**config.mk**
```make
export PLATFORM = sky130hd
export DESIGN_NAME = mem_port_arbiter_flat
export DESIGN_NICKNAME = d
export VERILOG_FILES = /design/src/rtl/mem_arb_pkg.sv /design/src/rtl/mem_port_arbiter_if.sv /design/src/rtl/arb_watchdog.sv /design/src/rtl/mem_port_arbiter.sv /design/src/flat_wrapper.sv
export SDC_FILE = /design/constraint.sdc
export NUM_CORES = 1
export LEC_CHECK = 0
export CORE_MARGIN = 2
export CORE_UTILIZATION = 50
export CTS_CLUSTER_DIAMETER = 200
export CTS_CLUSTER_SIZE = 14
export DETAILED_ROUTE_END_ITERATION = 6
export DONT_BUFFER_PORTS = 1
export PLACE_DENSITY_LB_ADDON = 0.1
export SYNTH_ARGS = -nofsm -noshare
export SYNTH_HDL_FRONTEND = slang
export SYNTH_SLANG_ARGS = --single-unit
export TNS_END_PERCENT = 100
```
**constraint.sdc**
```tcl
create_clock -name clk -period 4.1 [get_ports clk]
set_input_delay 0.41 -clock clk [delete_from_list [all_inputs] [get_ports clk]]
set_output_delay 0.41 -clock clk [all_outputs]
set_load 0.01 [all_outputs]
```
**src/rtl/mem_arb_pkg.sv**
```systemverilog
// rtl/mem_arb_pkg.sv - shared encodings and helpers for the memory port arbiter
package mem_arb_pkg;

  localparam logic [1:0] ST_IDLE = 2'd0;
  localparam logic [1:0] ST_BUSY = 2'd1;
  localparam logic [1:0] ST_RESP = 2'd2;

  localparam logic OWN_I = 1'b0;
  localparam logic OWN_D = 1'b1;

  localparam int DEF_TIMEOUT = 64;
  localparam int DEF_AW      = 16;
  localparam int DEF_DW      = 16;

  typedef struct packed {
    logic rd;
    logic wr;
    logic dump;
  } mem_cmd_t;

  // On a tie the requester that was not served last wins.
  function automatic logic pick_owner(logic req_i, logic req_d, logic last_owner);
    if (req_i && req_d) begin
      return (last_owner == OWN_I) ? OWN_D : OWN_I;
    end
    return req_d ? OWN_D : OWN_I;
  endfunction

endpackage

```
**src/rtl/mem_port_arbiter_if.sv**
```systemverilog
// rtl/mem_port_arbiter_if.sv - fetch, data and memory-side signals of the arbiter
interface mem_port_arbiter_if
  import mem_arb_pkg::*;
#(
  parameter int AW = DEF_AW,
  parameter int DW = DEF_DW
);

  logic          i_rd;
  logic [AW-1:0] i_addr;
  logic [DW-1:0] i_data;
  logic          i_done;
  logic          i_stall;
  logic          i_err;

  logic          d_rd;
  logic          d_wr;
  logic [AW-1:0] d_addr;
  logic [DW-1:0] d_wdata;
  logic          d_halt;
  logic [DW-1:0] d_rdata;
  logic          d_done;
  logic          d_stall;
  logic          d_err;

  logic [AW-1:0] m_addr;
  logic [DW-1:0] m_wdata;
  logic          m_rd;
  logic          m_wr;
  logic          m_createdump;
  logic [DW-1:0] m_rdata;
  logic          m_done;
  logic          m_err;

  modport master (
    input  i_rd, i_addr, d_rd, d_wr, d_addr, d_wdata, d_halt,
    input  m_rdata, m_done, m_err,
    output i_data, i_done, i_stall, i_err,
    output d_rdata, d_done, d_stall, d_err,
    output m_addr, m_wdata, m_rd, m_wr, m_createdump
  );

  modport slave (
    output i_rd, i_addr, d_rd, d_wr, d_addr, d_wdata, d_halt,
    output m_rdata, m_done, m_err,
    input  i_data, i_done, i_stall, i_err,
    input  d_rdata, d_done, d_stall, d_err,
    input  m_addr, m_wdata, m_rd, m_wr, m_createdump
  );

endinterface

```
**src/rtl/arb_watchdog.sv**
```systemverilog
// rtl/arb_watchdog.sv - counts BUSY cycles and flags a transaction that never completes
module arb_watchdog
  import mem_arb_pkg::*;
#(
  parameter int TIMEOUT = DEF_TIMEOUT
) (
  input  logic clk,
  input  logic rst,
  input  logic clr,
  input  logic en,
  output logic expire
);

  localparam int CW = (TIMEOUT > 1) ? $clog2(TIMEOUT) : 1;

  logic [CW-1:0] count;

  // The first BUSY cycle sees count 0, so expire fires in the TIMEOUT-th BUSY cycle.
  assign expire = (TIMEOUT != 0) && en && (count == CW'(TIMEOUT - 1));

  always_ff @(posedge clk) begin
    if (!rst) begin
      count <= '0;
    end else if (clr) begin
      count <= '0;
    end else if (en && !expire) begin
      count <= count + CW'(1);
    end
  end

endmodule

```
**src/rtl/mem_port_arbiter.sv**
```systemverilog
// rtl/mem_port_arbiter.sv - shares one mem_system between the fetch and data ports
module mem_port_arbiter
  import mem_arb_pkg::*;
#(
  parameter int TIMEOUT = DEF_TIMEOUT,
  parameter int AW      = DEF_AW,
  parameter int DW      = DEF_DW
) (
  input logic          clk,
  input logic          rst,
  mem_port_arbiter_if.master bus
);

  logic [1:0]    state;
  logic          owner;
  logic          last_owner;
  mem_cmd_t      cmd_q;
  logic [AW-1:0] addr_q;
  logic [DW-1:0] wdata_q;
  logic [DW-1:0] rdata_q;
  logic          err_q;

  logic req_i;
  logic req_d;
  logic grant;
  logic grant_owner;
  logic busy;
  logic resp;
  logic expire;

  assign busy = (state == ST_BUSY);
  assign resp = (state == ST_RESP);

  // A halt alone still needs a slot so the memory can be dumped.
  always_comb begin
    req_i       = bus.i_rd;
    req_d       = bus.d_rd | bus.d_wr | bus.d_halt;
    grant       = 1'b0;
    grant_owner = OWN_I;
    case (state)
      ST_IDLE: begin
        if (req_i || req_d) begin
          grant       = 1'b1;
          grant_owner = pick_owner(req_i, req_d, last_owner);
        end
      end
      ST_RESP: begin
        // The owner's level request is stale here; only the other side may be granted.
        if (owner == OWN_I && req_d) begin
          grant       = 1'b1;
          grant_owner = OWN_D;
        end else if (owner == OWN_D && req_i) begin
          grant       = 1'b1;
          grant_owner = OWN_I;
        end
      end
      default: ;
    endcase
  end

  arb_watchdog #(
    .TIMEOUT (TIMEOUT)
  ) u_watchdog (
    .clk    (clk),
    .rst    (rst),
    .clr    (grant),
    .en     (busy),
    .expire (expire)
  );

  always_ff @(posedge clk) begin
    if (!rst) begin
      state      <= ST_IDLE;
      owner      <= OWN_I;
      last_owner <= OWN_I;
      cmd_q      <= '0;
      addr_q     <= '0;
      wdata_q    <= '0;
      rdata_q    <= '0;
      err_q      <= 1'b0;
    end else begin
      case (state)
        ST_BUSY: begin
          if (bus.m_done) begin
            rdata_q <= bus.m_rdata;
            err_q   <= bus.m_err;
            state   <= ST_RESP;
          end else if (expire) begin
            rdata_q <= '0;
            err_q   <= 1'b1;
            state   <= ST_RESP;
          end
        end
        default: begin
          if (grant) begin
            state      <= ST_BUSY;
            owner      <= grant_owner;
            last_owner <= grant_owner;
            if (grant_owner == OWN_D) begin
              addr_q     <= bus.d_addr;
              wdata_q    <= bus.d_wdata;
              cmd_q.rd   <= bus.d_rd & ~bus.d_wr;
              cmd_q.wr   <= bus.d_wr & ~bus.d_halt;
              cmd_q.dump <= bus.d_halt;
            end else begin
              addr_q     <= bus.i_addr;
              wdata_q    <= '0;
              cmd_q.rd   <= 1'b1;
              cmd_q.wr   <= 1'b0;
              cmd_q.dump <= 1'b0;
            end
          end else begin
            state <= ST_IDLE;
          end
        end
      endcase
    end
  end

  // Strobes are also gated by reset so an abort is seen by the memory in the same cycle.
  assign bus.m_addr       = addr_q;
  assign bus.m_wdata      = wdata_q;
  assign bus.m_rd         = busy & cmd_q.rd & rst;
  assign bus.m_wr         = busy & cmd_q.wr & rst;
  assign bus.m_createdump = busy & cmd_q.dump & rst;

  assign bus.i_done  = resp & (owner == OWN_I);
  assign bus.d_done  = resp & (owner == OWN_D);
  assign bus.i_data  = bus.i_done ? rdata_q : '0;
  assign bus.d_rdata = bus.d_done ? rdata_q : '0;
  assign bus.i_err   = bus.i_done & err_q;
  assign bus.d_err   = bus.d_done & err_q;

  assign bus.i_stall = bus.i_rd & ~bus.i_done;
  assign bus.d_stall = (bus.d_rd | bus.d_wr) & ~bus.d_done;

endmodule

```
**src/flat_wrapper.sv**
```systemverilog
// flat-port wrapper written by rule: the top's interface ports become plain ports
module mem_port_arbiter_flat import mem_arb_pkg::*;
#(
  parameter int TIMEOUT = DEF_TIMEOUT,
  parameter int AW      = DEF_AW,
  parameter int DW      = DEF_DW
)
  (clk, rst, bus_i_rd, bus_i_addr, bus_d_rd, bus_d_wr, bus_d_addr, bus_d_wdata, bus_d_halt, bus_m_rdata, bus_m_done, bus_m_err, bus_i_data, bus_i_done, bus_i_stall, bus_i_err, bus_d_rdata, bus_d_done, bus_d_stall, bus_d_err, bus_m_addr, bus_m_wdata, bus_m_rd, bus_m_wr, bus_m_createdump);
  mem_port_arbiter_if #(.AW(AW), .DW(DW)) bus_i ();
  input logic clk;
  input logic rst;
  input wire logic [$bits(bus_i.i_rd)-1:0] bus_i_rd;
  input wire logic [$bits(bus_i.i_addr)-1:0] bus_i_addr;
  input wire logic [$bits(bus_i.d_rd)-1:0] bus_d_rd;
  input wire logic [$bits(bus_i.d_wr)-1:0] bus_d_wr;
  input wire logic [$bits(bus_i.d_addr)-1:0] bus_d_addr;
  input wire logic [$bits(bus_i.d_wdata)-1:0] bus_d_wdata;
  input wire logic [$bits(bus_i.d_halt)-1:0] bus_d_halt;
  input wire logic [$bits(bus_i.m_rdata)-1:0] bus_m_rdata;
  input wire logic [$bits(bus_i.m_done)-1:0] bus_m_done;
  input wire logic [$bits(bus_i.m_err)-1:0] bus_m_err;
  output wire logic [$bits(bus_i.i_data)-1:0] bus_i_data;
  output wire logic [$bits(bus_i.i_done)-1:0] bus_i_done;
  output wire logic [$bits(bus_i.i_stall)-1:0] bus_i_stall;
  output wire logic [$bits(bus_i.i_err)-1:0] bus_i_err;
  output wire logic [$bits(bus_i.d_rdata)-1:0] bus_d_rdata;
  output wire logic [$bits(bus_i.d_done)-1:0] bus_d_done;
  output wire logic [$bits(bus_i.d_stall)-1:0] bus_d_stall;
  output wire logic [$bits(bus_i.d_err)-1:0] bus_d_err;
  output wire logic [$bits(bus_i.m_addr)-1:0] bus_m_addr;
  output wire logic [$bits(bus_i.m_wdata)-1:0] bus_m_wdata;
  output wire logic [$bits(bus_i.m_rd)-1:0] bus_m_rd;
  output wire logic [$bits(bus_i.m_wr)-1:0] bus_m_wr;
  output wire logic [$bits(bus_i.m_createdump)-1:0] bus_m_createdump;
  assign bus_i.i_rd = bus_i_rd;
  assign bus_i.i_addr = bus_i_addr;
  assign bus_i.d_rd = bus_d_rd;
  assign bus_i.d_wr = bus_d_wr;
  assign bus_i.d_addr = bus_d_addr;
  assign bus_i.d_wdata = bus_d_wdata;
  assign bus_i.d_halt = bus_d_halt;
  assign bus_i.m_rdata = bus_m_rdata;
  assign bus_i.m_done = bus_m_done;
  assign bus_i.m_err = bus_m_err;
  assign bus_i_data = bus_i.i_data;
  assign bus_i_done = bus_i.i_done;
  assign bus_i_stall = bus_i.i_stall;
  assign bus_i_err = bus_i.i_err;
  assign bus_d_rdata = bus_i.d_rdata;
  assign bus_d_done = bus_i.d_done;
  assign bus_d_stall = bus_i.d_stall;
  assign bus_d_err = bus_i.d_err;
  assign bus_m_addr = bus_i.m_addr;
  assign bus_m_wdata = bus_i.m_wdata;
  assign bus_m_rd = bus_i.m_rd;
  assign bus_m_wr = bus_i.m_wr;
  assign bus_m_createdump = bus_i.m_createdump;
  mem_port_arbiter #(.TIMEOUT(TIMEOUT), .AW(AW), .DW(DW)) u_core (.clk(clk), .rst(rst), .bus(bus_i));
endmodule
```
==> impl_metrics.tcl, run 1 <==
set metrics [dict create \
    slew_viol_final 0 \
    ys_ff_latch 61 \
    path_max_fanout 19 \
    core_area_um2 5075 \
    avgSynthCellArea_um2 9.700 \
    cp_top_family "simple AND/OR/NAND/NOR gates" \
    fin_ws_ns 1.821 \
    num_vias 1978 \
    arrival_ns 1.87 \
    yosys.area.top_type "dfxtp_1" \
    slowest_delay_ns 0.82 \
    ir_drop_mv 0.2542 \
    status "finished clean" \
    die_y_um 76.51 \
    cts_max_level 3 \
    grt_max_degree 26 \
    crit_path_end_kind "primary output" \
    dr.first_iter.drc_count 77 \
    die-area_um2 5854 \
    fin_crit_sh_pct 55.58 \
    initial_core_util_pct 51.80 \
    rsz0062_at_grt "false" \
    clock_path_buffers 2 \
    vias_per_cell 5.801 \
    grt_use_total_pct 20.30 \
    clock_skew_ns 0.007553 \
    dr.pass1.iters 6 \
    synth.top_cell.area_share_pct 46.45 \
    antenna_cells 0 \
    ys_types 47 \
    cpMaxStageDelayCell "nor3b_2" \
    worst-path-buf-inv 0 \
    cts.root.buffer_cell "clkbuf_8" \
    holdBufCountCts 0 \
    p_leak_uw 0.001113 \
    ant_nets 0 \
    yosys_warnings 0 \
    hp-class "in2reg" \
    num_rows 26 \
    hold_viol 0 \
    synth_area_um2 2629 \
    n_fill_cell 475 \
    first_global_vias 1935 \
    worstPathRequired_ns 3.69 \
    clock_latency_ns 0.33 \
    drive_gt1_share_pct 13.65 \
    cp_cell_sequence "nor3b_2 > and2_1" \
    period_needed_ns 2.279 \
    internal_power_uw 992.7 \
    setup_tns_ns 0 \
    pwr-share-clk_pct 38.2 \
    synthesis.nets 344 \
    port_buffers 0 \
    numCtsBuffers 9 \
    regArea_um2 1221 \
    power.density_nw_per_um2 479.5 \
    ios 145 \
    synthCells 271 \
    power_switching_share_pct 26.40 \
    seq_area_frac_synth_pct 46.45 \
    tightestPinTransition_ns 0.9681 \
    clkSinkCount 61 \
    clock.fmax_mhz 438.9 \
    drc_errors 0 \
    cts_tree "done" \
    critPathLaunchType "register" \
    ctsResizeCount 0 \
    finalSetupViolCount 0 \
    multi_input_area_um2 1275 \
    total_power_uw 1349 \
    antenna_found_initial 0 \
    layout.nets 339 \
    synthTopCellsByArea "dfxtp_1 (46%), and2_1 (8.1%), a22o_1 (8.0%)" \
    syn_to_final_growth_pct 6.997 \
    criticalPathCategory "reg2out" \
    routabilityCongestion 0.7453 \
    grt_pass1_wl_um 9370 \
    rrSetupSlack_ns 2.16 \
    path_clk_slew_ns 0.06 \
    p_comb_share_pct 10.6 \
    grt_overflow 0 \
    totalWireLength_um 5766 \
    slew_headroom_pct 35.18 \
    dp_hpwl_um 4052 \
    die_w_um 76.51 \
    dp_slack_ns 2.126 \
    switchingPower_uw 356.1 \
    seqPwrFrac_pct 51.2 \
    maxCapViolCount 0 \
    drt-wirelength-per-cell_um 16.91 \
    cts_setup_buffers 0 \
]
worst paths after layout:
path                    from                   end  cells after the start
max          u_core.state[1]        bus_i_data[14]                      2
min                      rst       u_core.state[0]                      1
max reg2reg  u_core.state[1]  u_core.bus.m_addr[2]                      6
min reg2reg  u_core.cmd_q[1]       u_core.cmd_q[1]                      1
registers in the layout, summed over array words and instances (netlist names):
| name | flops |
|---|---|
| u_core.owner | 1 |
| u_core.u_watchdog.count | 6 |
| u_core.state | 2 |
| u_core.err_q | 1 |
| u_core.rdata_q | 16 |
| u_core.cmd_q | 3 |
| u_core.bus.m_wdata | 16 |
| u_core.bus.m_addr | 16 |
routing by layer:
| layer | GRT usage, % | share of wire [%] | up-vias |
|---|---|---|---|
| li1 | - | - | 981 |
| met1 | 24.31 | 44 | 904 |
| met2 | 31.15 | 46 | 87 |
| met3 | 8.886 | 9.2 | 6 |
| met4 | 9.818 | 1.2 | 0 |
| met5 | 0 | 0 | - |
cell usage after synthesis, drive strengths merged:
cell and n:
mux2i 1, inv 4, o21ai 1, ha 1, a311oi 16, a2111oi 3, and2 35, o211a 1
clkbuf 6, dfxtp 61, and3 4, a22o 33, buf 13, a211oi 1, a31oi 2, and4 1
nand4 1, nor3 8, a21o 1, nand3 2, and3b 1, nor2b 3, nand2 34, and2b 1
nor3b 1, nor2 5, nand3b 1, a21oi 20, a32o 1, xnor2 3, or3 1, o221a 1
o21a 3, nand2b 1
worst reg2reg max path, cell delays in order (launching register included):
cell	delay, ns
dfxtp_1	0.36
nor2b_1	0.16
o21ai_2	0.11
buf_4	0.24
and2_0	0.51
buf_4	0.31
a311oi_1	0.12
placed cells by master (no fill, tap or decap), types with 4 or more instances in the layout:
master    count
a21oi_1      19
a22o_1       24
a22o_2        9
a311oi_1     16
and2_1       34
and3_1        4
clkbuf_8     10
clkinv_2      4
dfxtp_1      61
nand2_1      34
nor2_1        4
nor3_1        6
kinds of logic after synthesis:
kind of cell	Yosys count	share of synthesized area [%]
buf+inv	23	5.235
mux	1	0.3808
compound gates	83	25.42
xor+xnor	3	0.9997
flops	61	46.45
simple gates	99	21.04
fa+ha+maj	1	0.4759
power groups by stage:
stage | sequential, uW | combinational (uW) | clock, uW
finish | 690 | 143 | 515
global route | 697 | 162 | 558
CTS | 692 | 145 | 525
detailed placement | 704 | 146 | 0
global placement | 704 | 142 | 0
floorplan | 694 | 135 | 0
per-stage QoR:
step	util [%]	cells	hold WS (ns)	area (um^2)
after global routing	55.42	341	0.1912	2813
final	55.42	341	0.1978	2813
after detailed placement	51.65	325	0.4682	2621
after global placement	51.65	325	0.4678	2621
after floorplan	-	271	0.4338	2629
after CTS	55.42	341	0.1862	2813
area by class of cell:
type	instances	area share, %
clock buffer	11	5.027
sequential	61	43.42
tap	70	3.114
timing repair buffer	3	0.8007
clock inverter	5	1.779
inverter	4	0.5338
multi-input combinational	187	45.33
No activity file was read; power rests on OpenSTA's default activity.
==> run 2, diff against run 1 <==
clock period = 2 ns   (was 4.1 ns; I/O delays follow)
==> run 2 against run 1 <==
Against the previous run:
- critical path depth unchanged
- utilization up 7.1 points
- setup slack got worse by 1.6 ns
- clock skew decreased by 0.0022 ns
- sequential share of layout area down 4.9 points
- routed wire length is 10% higher
- non-clock buffer count rose by 40
- global-route usage increased by 1.9 points
- register-to-register slack lost 1.8 ns
- critical path type unchanged
==> impl_metrics.tcl, run 2 (synthesis gave the netlist of run 1 again) <==
set metrics [dict create \
    vias_per_cell 5.670 \
    tightestPinTransition_ns 0.8304 \
    maxCapViolCount 0 \
    dr.first_iter.drc_count 85 \
    routabilityCongestion 0.7389 \
    clock.fmax_mhz 550.0 \
    cts_max_level 3 \
    die_w_um 76.51 \
    critPathLaunchType "register" \
    ant_nets 0 \
    die-area_um2 5854 \
    port_buffers 0 \
    final_cell_mix "dfxtp_1 (61), and2_1 (34), nand2_1 (34), dlygate4sd3_1 (34), a22o_1 (24)" \
    status "finished clean" \
    dr.pass1.iters 5 \
    hp-class "in2reg" \
    initial_core_util_pct 51.80 \
    layout.nets 379 \
    cpMaxStageDelayCell "and3b_1" \
    arrival_ns 1.62 \
    grt_overflow 0 \
    rsz0062_at_grt "false" \
    cts_setup_buffers 0 \
    p_leak_uw 0.001271 \
    num_rows 26 \
    regArea_um2 1221 \
    cp_cell_sequence "and3b_1 > and2_1" \
    first_global_vias 2141 \
    hold_viol 0 \
    clock_path_buffers 2 \
    clock_skew_ns 0.005362 \
    numCtsBuffers 9 \
    grt_max_degree 26 \
    dp_hpwl_um 4099 \
    period_needed_ns 1.818 \
    drt-wirelength-per-cell_um 16.77 \
    worstPathRequired_ns 1.80 \
    slew_viol_final 0 \
    crit_path_end_kind "primary output" \
    drc_errors 0 \
    power.density_nw_per_um2 856.7 \
    mostFrequentLayoutCell "dfxtp_1" \
    ir_drop_mv 0.4954 \
    setup_tns_ns 0 \
    finalSetupViolCount 0 \
    antenna_found_initial 0 \
    clkSinkCount 61 \
    clock_latency_ns 0.33 \
    num_vias 2149 \
    grt_pass1_wl_um 10360 \
    syn_to_final_growth_pct 20.66 \
    slew_headroom_pct 44.64 \
    cts.root.buffer_cell "clkbuf_8" \
    path_clk_slew_ns 0.06 \
    slowest_delay_ns 0.57 \
    multi_input_area_um2 1275 \
    antenna_cells 0 \
    n_fill_cell 450 \
    fin_util_pct 62.50 \
    ctsResizeCount 0 \
    cts_tree "done" \
    totalWireLength_um 6356 \
    fin_crit_sh_pct 90.91 \
    grt_use_total_pct 22.20 \
    ios 145 \
    drive_gt1_share_pct 13.27 \
    path_max_fanout 19 \
    criticalPathCategory "reg2out" \
    core_area_um2 5075 \
    worst-path-buf-inv 0 \
    cp_top_family "simple AND/OR/NAND/NOR gates" \
    die_y_um 76.51 \
]
==> run 2: cell count changes in the layout (fill, tap and decap cells not counted), sizes merged <==
cell,change
buf,+6
dlygate4sd3,+34
clkinv,-2
bufinv,-1
clkbuf,+1
==> run 2: cell type report <==
type | instances | area share (%)
repair buffers | 43 | 12.86
multi-input cells | 187 | 40.20
well taps | 70 | 2.761
flip-flops and latches | 61 | 38.50
clock inverters | 2 | 0.3156
clock buffers | 12 | 4.892
inverters | 4 | 0.4734
==> run 2: through the flow <==
stage | hold WS, ns | setup WS [ns] | std cells | total power [uW] | cell area (um^2)
5_1_grt | 0.01573 | 0.06377 | 379 | 2853 | 3172
3_3_place_gp | 0.3208 | 0.3679 | 331 | 1750 | 2666
6_report | 0.02354 | 0.1818 | 379 | 2717 | 3172
2_1_floorplan | 0.3255 | 0.4968 | 271 | 1698 | 2629
3_5_place_dp | 0.3215 | 0.3280 | 331 | 1757 | 2666
4_1_cts | 0.01077 | 0.1982 | 379 | 2737 | 3172
==> run 2: worst paths after layout <==
check / start / depth (start not counted) / slack (ns) / to
max: u_core.owner / 2 / 0.18 / bus_d_rdata[6]
min: bus_i_addr[5] / 2 / 0.02 / u_core.bus.m_addr[5]
max reg2reg: u_core.u_watchdog.count[0] / 4 / 0.32 / u_core.rdata_q[8]
min reg2reg: u_core.cmd_q[1] / 1 / 0.48 / u_core.cmd_q[1]
==> run 2: routing by layer <==
layer	routed length [um]	track usage [%]	up-vias	part of all wire (%)
li1	-	-	1059	-
met1	2744	26.36	982	43
met2	2943	34.78	92	46
met3	493	7.820	16	7.8
met4	175	12.73	0	2.8
met5	0	0	-	0
==> run 2: repair_timing <==
action / 4_1_cts / 5_1_grt
endpoints found under the setup margin: 0 / 0
endpoints found under the hold margin: 36 / 0
hold buffers: 34 / 0
==> run 2: power breakdown <==
part | total, uW | switching (uW) | leakage [uW] | internal (uW)
Sequential | 1420 | 103 | 0.000501 | 1310
Combinational | 368 | 190 | 0.000681 | 177
Clock | 932 | 433 | 0.0000881 | 499
